==> config.mk <==
export PLATFORM = sky130hd
export DESIGN_NAME = router_fsm
export DESIGN_NICKNAME = d
export VERILOG_FILES = /design/src/rtl/router_pkg.sv /design/src/rtl/router_fsm.sv
export SDC_FILE = /design/constraint.sdc
export NUM_CORES = 1
export LEC_CHECK = 0
export CORE_AREA = 4 4 44 46
export DETAILED_ROUTE_END_ITERATION = 8
export DIE_AREA = 0 0 48 50
export GPL_TIMING_DRIVEN = 0
export SYNTH_ARGS = -nofsm -noshare
export SYNTH_HDL_FRONTEND = slang
export SYNTH_SLANG_ARGS = --single-unit
==> constraint.sdc <==
create_clock -name clk -period 2.2 [get_ports clk]
set_clock_uncertainty 0.15 [all_clocks]
set_input_delay 0.44 -clock clk [delete_from_list [all_inputs] [get_ports clk]]
set_output_delay 0.44 -clock clk [all_outputs]
set_load 0.01 [all_outputs]
==> src/rtl/router_pkg.sv <==
// Shared widths, state encoding and flag-select helper for the packet router
// write-side controller.
package router_pkg;

  localparam int ADDR_W = 2;
  localparam logic [ADDR_W-1:0] ADDR_INVALID = 2'b11;

  typedef enum logic [2:0] {
    DECODE_ADDRESS     = 3'd0,
    LOAD_FIRST_DATA    = 3'd1,
    LOAD_DATA          = 3'd2,
    LOAD_PARITY        = 3'd3,
    FIFO_FULL_STATE    = 3'd4,
    LOAD_AFTER_FULL    = 3'd5,
    WAIT_TILL_EMPTY    = 3'd6,
    CHECK_PARITY_ERROR = 3'd7
  } state_t;

  // Picks one per-FIFO flag; the invalid address reads as 0 (no FIFO there).
  function automatic logic sel_flag(logic [2:0] flags, logic [ADDR_W-1:0] a);
    case (a)
      2'd0:    sel_flag = flags[0];
      2'd1:    sel_flag = flags[1];
      2'd2:    sel_flag = flags[2];
      default: sel_flag = 1'b0;
    endcase
  endfunction

endpackage

==> src/rtl/router_fsm.sv <==
// Write-side packet router controller: decodes the header address, sequences
// header/payload/parity loads into the selected FIFO and handles full/timeout.
//
// state              | meaning
// DECODE_ADDRESS     | idle, waiting for a header with a valid address
// LOAD_FIRST_DATA    | header byte written to the selected FIFO
// LOAD_DATA          | payload bytes streaming into the FIFO
// LOAD_PARITY        | parity byte written
// FIFO_FULL_STATE    | FIFO full, source held off
// LOAD_AFTER_FULL    | write the byte latched while full, then resume
// WAIT_TILL_EMPTY    | target FIFO still draining a previous packet
// CHECK_PARITY_ERROR | clear internal parity register, packet done
module router_fsm
  import router_pkg::*;
(
  input  logic              clk,
  input  logic              rst,
  input  logic              pkt_valid,
  input  logic [ADDR_W-1:0] din,
  input  logic              parity_done,
  input  logic              low_pkt_valid,
  input  logic              fifo_full,
  input  logic              fifo_empty0,
  input  logic              fifo_empty1,
  input  logic              fifo_empty2,
  input  logic              soft_reset0,
  input  logic              soft_reset1,
  input  logic              soft_reset2,
  output logic              detect_add,
  output logic              lfd_state,
  output logic              ld_state,
  output logic              laf_state,
  output logic              full_state,
  output logic              write_enb_reg,
  output logic              rst_int_reg,
  output logic              busy
);

  state_t            state, state_nxt;
  logic [ADDR_W-1:0] addr, addr_nxt;
  logic [2:0]        fifo_empty, soft_reset;
  logic              empty_din, empty_addr, soft_rst_sel;

  assign fifo_empty   = {fifo_empty2, fifo_empty1, fifo_empty0};
  assign soft_reset   = {soft_reset2, soft_reset1, soft_reset0};
  assign empty_din    = sel_flag(fifo_empty, din);
  assign empty_addr   = sel_flag(fifo_empty, addr);
  assign soft_rst_sel = sel_flag(soft_reset, addr);

  always_ff @(posedge clk or negedge rst) begin
    if (!rst) begin
      state <= DECODE_ADDRESS;
      addr  <= '0;
    end else begin
      state <= state_nxt;
      addr  <= addr_nxt;
    end
  end

  always_comb begin
    state_nxt = state;
    addr_nxt  = addr;
    if (state == DECODE_ADDRESS && pkt_valid)
      addr_nxt = din;
    if (soft_rst_sel) begin
      state_nxt = DECODE_ADDRESS;
    end else begin
      case (state)
        DECODE_ADDRESS:
          if (pkt_valid && din != ADDR_INVALID)
            state_nxt = empty_din ? LOAD_FIRST_DATA : WAIT_TILL_EMPTY;
        WAIT_TILL_EMPTY:
          if (empty_addr) state_nxt = LOAD_FIRST_DATA;
        LOAD_FIRST_DATA:
          state_nxt = LOAD_DATA;
        LOAD_DATA:
          if (fifo_full)       state_nxt = FIFO_FULL_STATE;
          else if (!pkt_valid) state_nxt = LOAD_PARITY;
        FIFO_FULL_STATE:
          if (!fifo_full) state_nxt = LOAD_AFTER_FULL;
        LOAD_AFTER_FULL:
          if (parity_done)        state_nxt = DECODE_ADDRESS;
          else if (low_pkt_valid) state_nxt = LOAD_PARITY;
          else                    state_nxt = LOAD_DATA;
        LOAD_PARITY:
          state_nxt = CHECK_PARITY_ERROR;
        CHECK_PARITY_ERROR:
          state_nxt = fifo_full ? FIFO_FULL_STATE : DECODE_ADDRESS;
        default:
          state_nxt = DECODE_ADDRESS;
      endcase
    end
  end

  // Pure state decode so no input reaches an output combinationally.
  always_comb begin
    detect_add    = (state == DECODE_ADDRESS);
    lfd_state     = (state == LOAD_FIRST_DATA);
    ld_state      = (state == LOAD_DATA);
    laf_state     = (state == LOAD_AFTER_FULL);
    full_state    = (state == FIFO_FULL_STATE);
    write_enb_reg = (state == LOAD_DATA) || (state == LOAD_PARITY) ||
                    (state == LOAD_AFTER_FULL);
    rst_int_reg   = (state == CHECK_PARITY_ERROR);
    busy          = !((state == DECODE_ADDRESS) || (state == LOAD_DATA));
  end

endmodule

==> impl_metrics.py <==
metrics = {
    "setup_path": {
        "cp-startpoint": "state[2]$_DFFE_PN0P_",
        "arrival_ns": 1.49,
        "cp.required_ns": 1.61,
        "reg2reg_setup_slack_ns": 0.58,
        "rr_endpoint": "state[2]$_DFFE_PN0P_",
        "critPathKind": "flip-flop to output port",
        "worstRegToRegCells": 4,
        "cp-end-kind": "output port",
        "cp_slowest_cell": "dfrtp_2",
        "path_cells": "or2_1 > clkdlybuf4s50_1",
        "crit_fanout": 15,
        "start_kind": "flip-flop",
        "r2r_start": "state[2]$_DFFE_PN0P_",
        "cpPeakStageDelay_ns": 0.49,
    },
    "sta": {
        "whs_ns": 0.2647,
        "tightest_slew_ns": 0.2715,
        "setup-violations-final": 0,
        "fin_tns_setup_ns": 0,
        "rsz0062_at_grt": "false",
        "period_share_pct": 94.77,
        "hold_viol": 0,
        "slew_violations": 0,
        "slew_headroom_pct": 81.90,
        "period_minus_slack_ns": 2.085,
        "fmax_mhz": 479.6,
    },
    "yosys": {
        "yosys_warnings": 0,
        "avgSynthCellArea_um2": 8.643,
        "synth_top_family_by_area": "simple AND/OR/NAND/NOR gates",
        "synthDistinctLibCells": 27,
        "synth-seq-area-share_pct": 26.81,
        "synthesis.nets": 68,
        "syn_area_um2": 466.7,
        "synthXorXnorAreaFrac_pct": 0,
        "synth_seq_cells": 5,
        "synthAdderAreaFrac_pct": 0,
        "synthMuxAreaShare_pct": 15.55,
        "synth-compound-area-share_pct": 20.91,
        "syn-instance-count": 54,
        "synthSimpleGateAreaFrac_pct": 31.37,
    },
    "layout": {
        "antenna_cells": 0,
        "final_area_um2": 711.9,
        "nFillCells": 151,
        "drive_above_1_share_pct": 10.26,
        "areaGrowthSynthToFinish_pct": 52.55,
        "nNetsFinal": 93,
        "multi_input_area_um2": 316.6,
        "register_area_um2": 126.4,
    },
    "routing": {
        "dr.pass1.iters": 4,
        "vias_per_cell": 5.298,
        "avgRoutedWirePerCell_um": 13.30,
        "drc": 0,
        "drtIter0Drc": 10,
        "drt-total-wl_mm": 1.250,
        "vias": 498,
        "ant_nets": 0,
    },
    "cts": {
        "clock_path_buffers": 2,
        "cts-buffers-inserted": 3,
        "hold_buffers": 0,
        "cts.sinks": 5,
        "clkLatencyLatePin_ns": 0.23,
        "htree_levels": 1,
        "path_clk_slew_ns": 0.04,
        "root_buffer": "clkbuf_4",
        "tritoncts": "built",
    },
    "grt": {
        "antenna_found_initial": 0,
        "grt_util_all_layers_pct": 11.42,
        "grt_max_degree": 11,
        "grt_pass1_vias": 428,
        "grt_pass1_wl_mm": 1.952,
        "grt-ovfl-total": 0,
    },
    "power_and_ir_drop": {
        "powerDensity_nw_per_um2": 1109,
        "ir_worst_vdd_v": 0.0005390,
        "power.leakage_nw": 0.3254,
    },
    "place": {
        "place_hpwl_mm": 1.017,
        "portBuffers": 21,
        "routabilityCongestion": 0.7126,
        "placed_area_um2": 696.9,
    },
    "floorplan": {
        "placeableCoreArea_um2": 1506,
        "num_rows": 14,
        "fp.dieW_um": 48,
        "fp.dieH_um": 50,
        "num_io_pins": 22,
        "die_area_um2": 2400,
        "initial_core_util_pct": 30.98,
    },
    "job": {
        "cap_violations": 0,
    },
    "hold_path": {
        "hold_path_class": "input port to asynchronous set/reset pin",
    },
    "outcome": {
        "status": "completed",
    },
}
==> timing repair <==
item,in CTS,in global routing
gates cloned,0,0
setup endpoints to repair,7,1
buffers inserted,0,0
gates resized for setup,7,0
==> cells in the mapped netlist <==
library cell	n	share of area [%]
o211a_1	1	2.1
buf_4	1	1.6
nor3_2	1	2.1
nand3b_1	2	3.2
o21a_1	1	1.6
a32oi_1	1	1.9
inv_1	2	1.6
nand2_1	7	5.6
dfrtp_1	5	27
a31oi_1	1	1.3
a21oi_1	2	2.1
and3_1	3	4.0
a211o_1	1	1.9
nor3_1	1	1.1
nor3b_1	1	1.6
o221ai_2	1	3.2
mux2_1	2	4.8
nor4bb_1	1	2.1
nor2_1	3	2.4
o21bai_1	1	1.6
nand4bb_1	1	2.4
or2_1	1	1.3
nand2b_1	4	5.4
o31ai_1	2	3.2
o2111ai_1	1	1.9
buf_2	2	2.1
mux2i_1	5	11
==> layer usage <==
| layer | GRT usage, % | vias up | wire length, um |
|---|---|---|---|
| met5 | 0 | - | 0 |
| met4 | 5.381 | 0 | 0 |
| met3 | 2.182 | 0 | 66 |
| met2 | 15.20 | 15 | 602 |
| met1 | 17.03 | 233 | 580 |
| li1 | - | 250 | - |
==> critical path, delay by kind of cell (launching register included) <==
kind | cells | cell delay, ns
buf+inv | 1 | 0.48
flops | 1 | 0.49
simple gates | 1 | 0.28
==> sequential cells by signal, summed over array words and instances (netlist names) <==
signal  flops
addr        2
state       3
==> metrics by stage <==
step | util [%] | instances | setup WS (ns) | total power, W
2_1_floorplan | - | 54 | 0.6365 | 0.0005198
3_3_place_gp | 46.26 | 91 | 0.1211 | 0.0007307
3_5_place_dp | 46.26 | 91 | 0.1098 | 0.0007336
4_1_cts | 47.59 | 95 | 0.04034 | 0.0008097
5_1_grt | 47.26 | 94 | 0.04322 | 0.0008664
6_report | 47.26 | 94 | 0.1151 | 0.0007895
==> layout make-up <==
cell class	instances	area share, %
Multi-Input combinational cell	44	44.46
Timing Repair Buffer	21	28.47
Sequential cell	5	17.75
Clock buffer	4	3.691
Tap cell	16	2.812
Buffer	2	1.757
Inverter	2	1.054
==> layout by cell type, fill, tap and decap left out, types with 2 or more instances in the layout <==
master / instances
mux2i_1: 5
clkbuf_4: 3
dfrtp_1: 4
nand3b_1: 2
mux2_1: 2
nand2_1: 7
nand2b_1: 4
clkdlybuf4s50_1: 15
o31ai_1: 2
nor2_1: 3
dlygate4sd2_1: 6
inv_1: 2
a21oi_1: 2
and3_1: 3
==> kinds of logic (layout without fill, tap and decap cells) <==
family / count (synthesis) / count (layout)
AND/OR/NAND/NOR: 25 / 25
AO/OA/AOI/OAI: 12 / 12
multiplexers: 7 / 7
flip-flops: 5 / 5
buffers and inverters: 5 / 29
==> where the power goes <==
group          internal, W  total [W]  switching (W)
clock            0.0000683   0.000101      0.0000332
combinational     0.000249   0.000489       0.000239
sequential        0.000136   0.000199      0.0000634
total             0.000454   0.000789       0.000336
==> worst max-delay path by stage <==
stage / cells past startpoint / slack [ns] / to
finish: 2 / 0.12 / busy
global route: 3 / 0.04 / rst_int_reg
CTS: 3 / 0.04 / rst_int_reg
detailed placement: 3 / 0.11 / ld_state
global placement: 3 / 0.12 / ld_state
floorplan: 4 / 0.64 / write_enb_reg
Power figures use the tool's default switching activity.
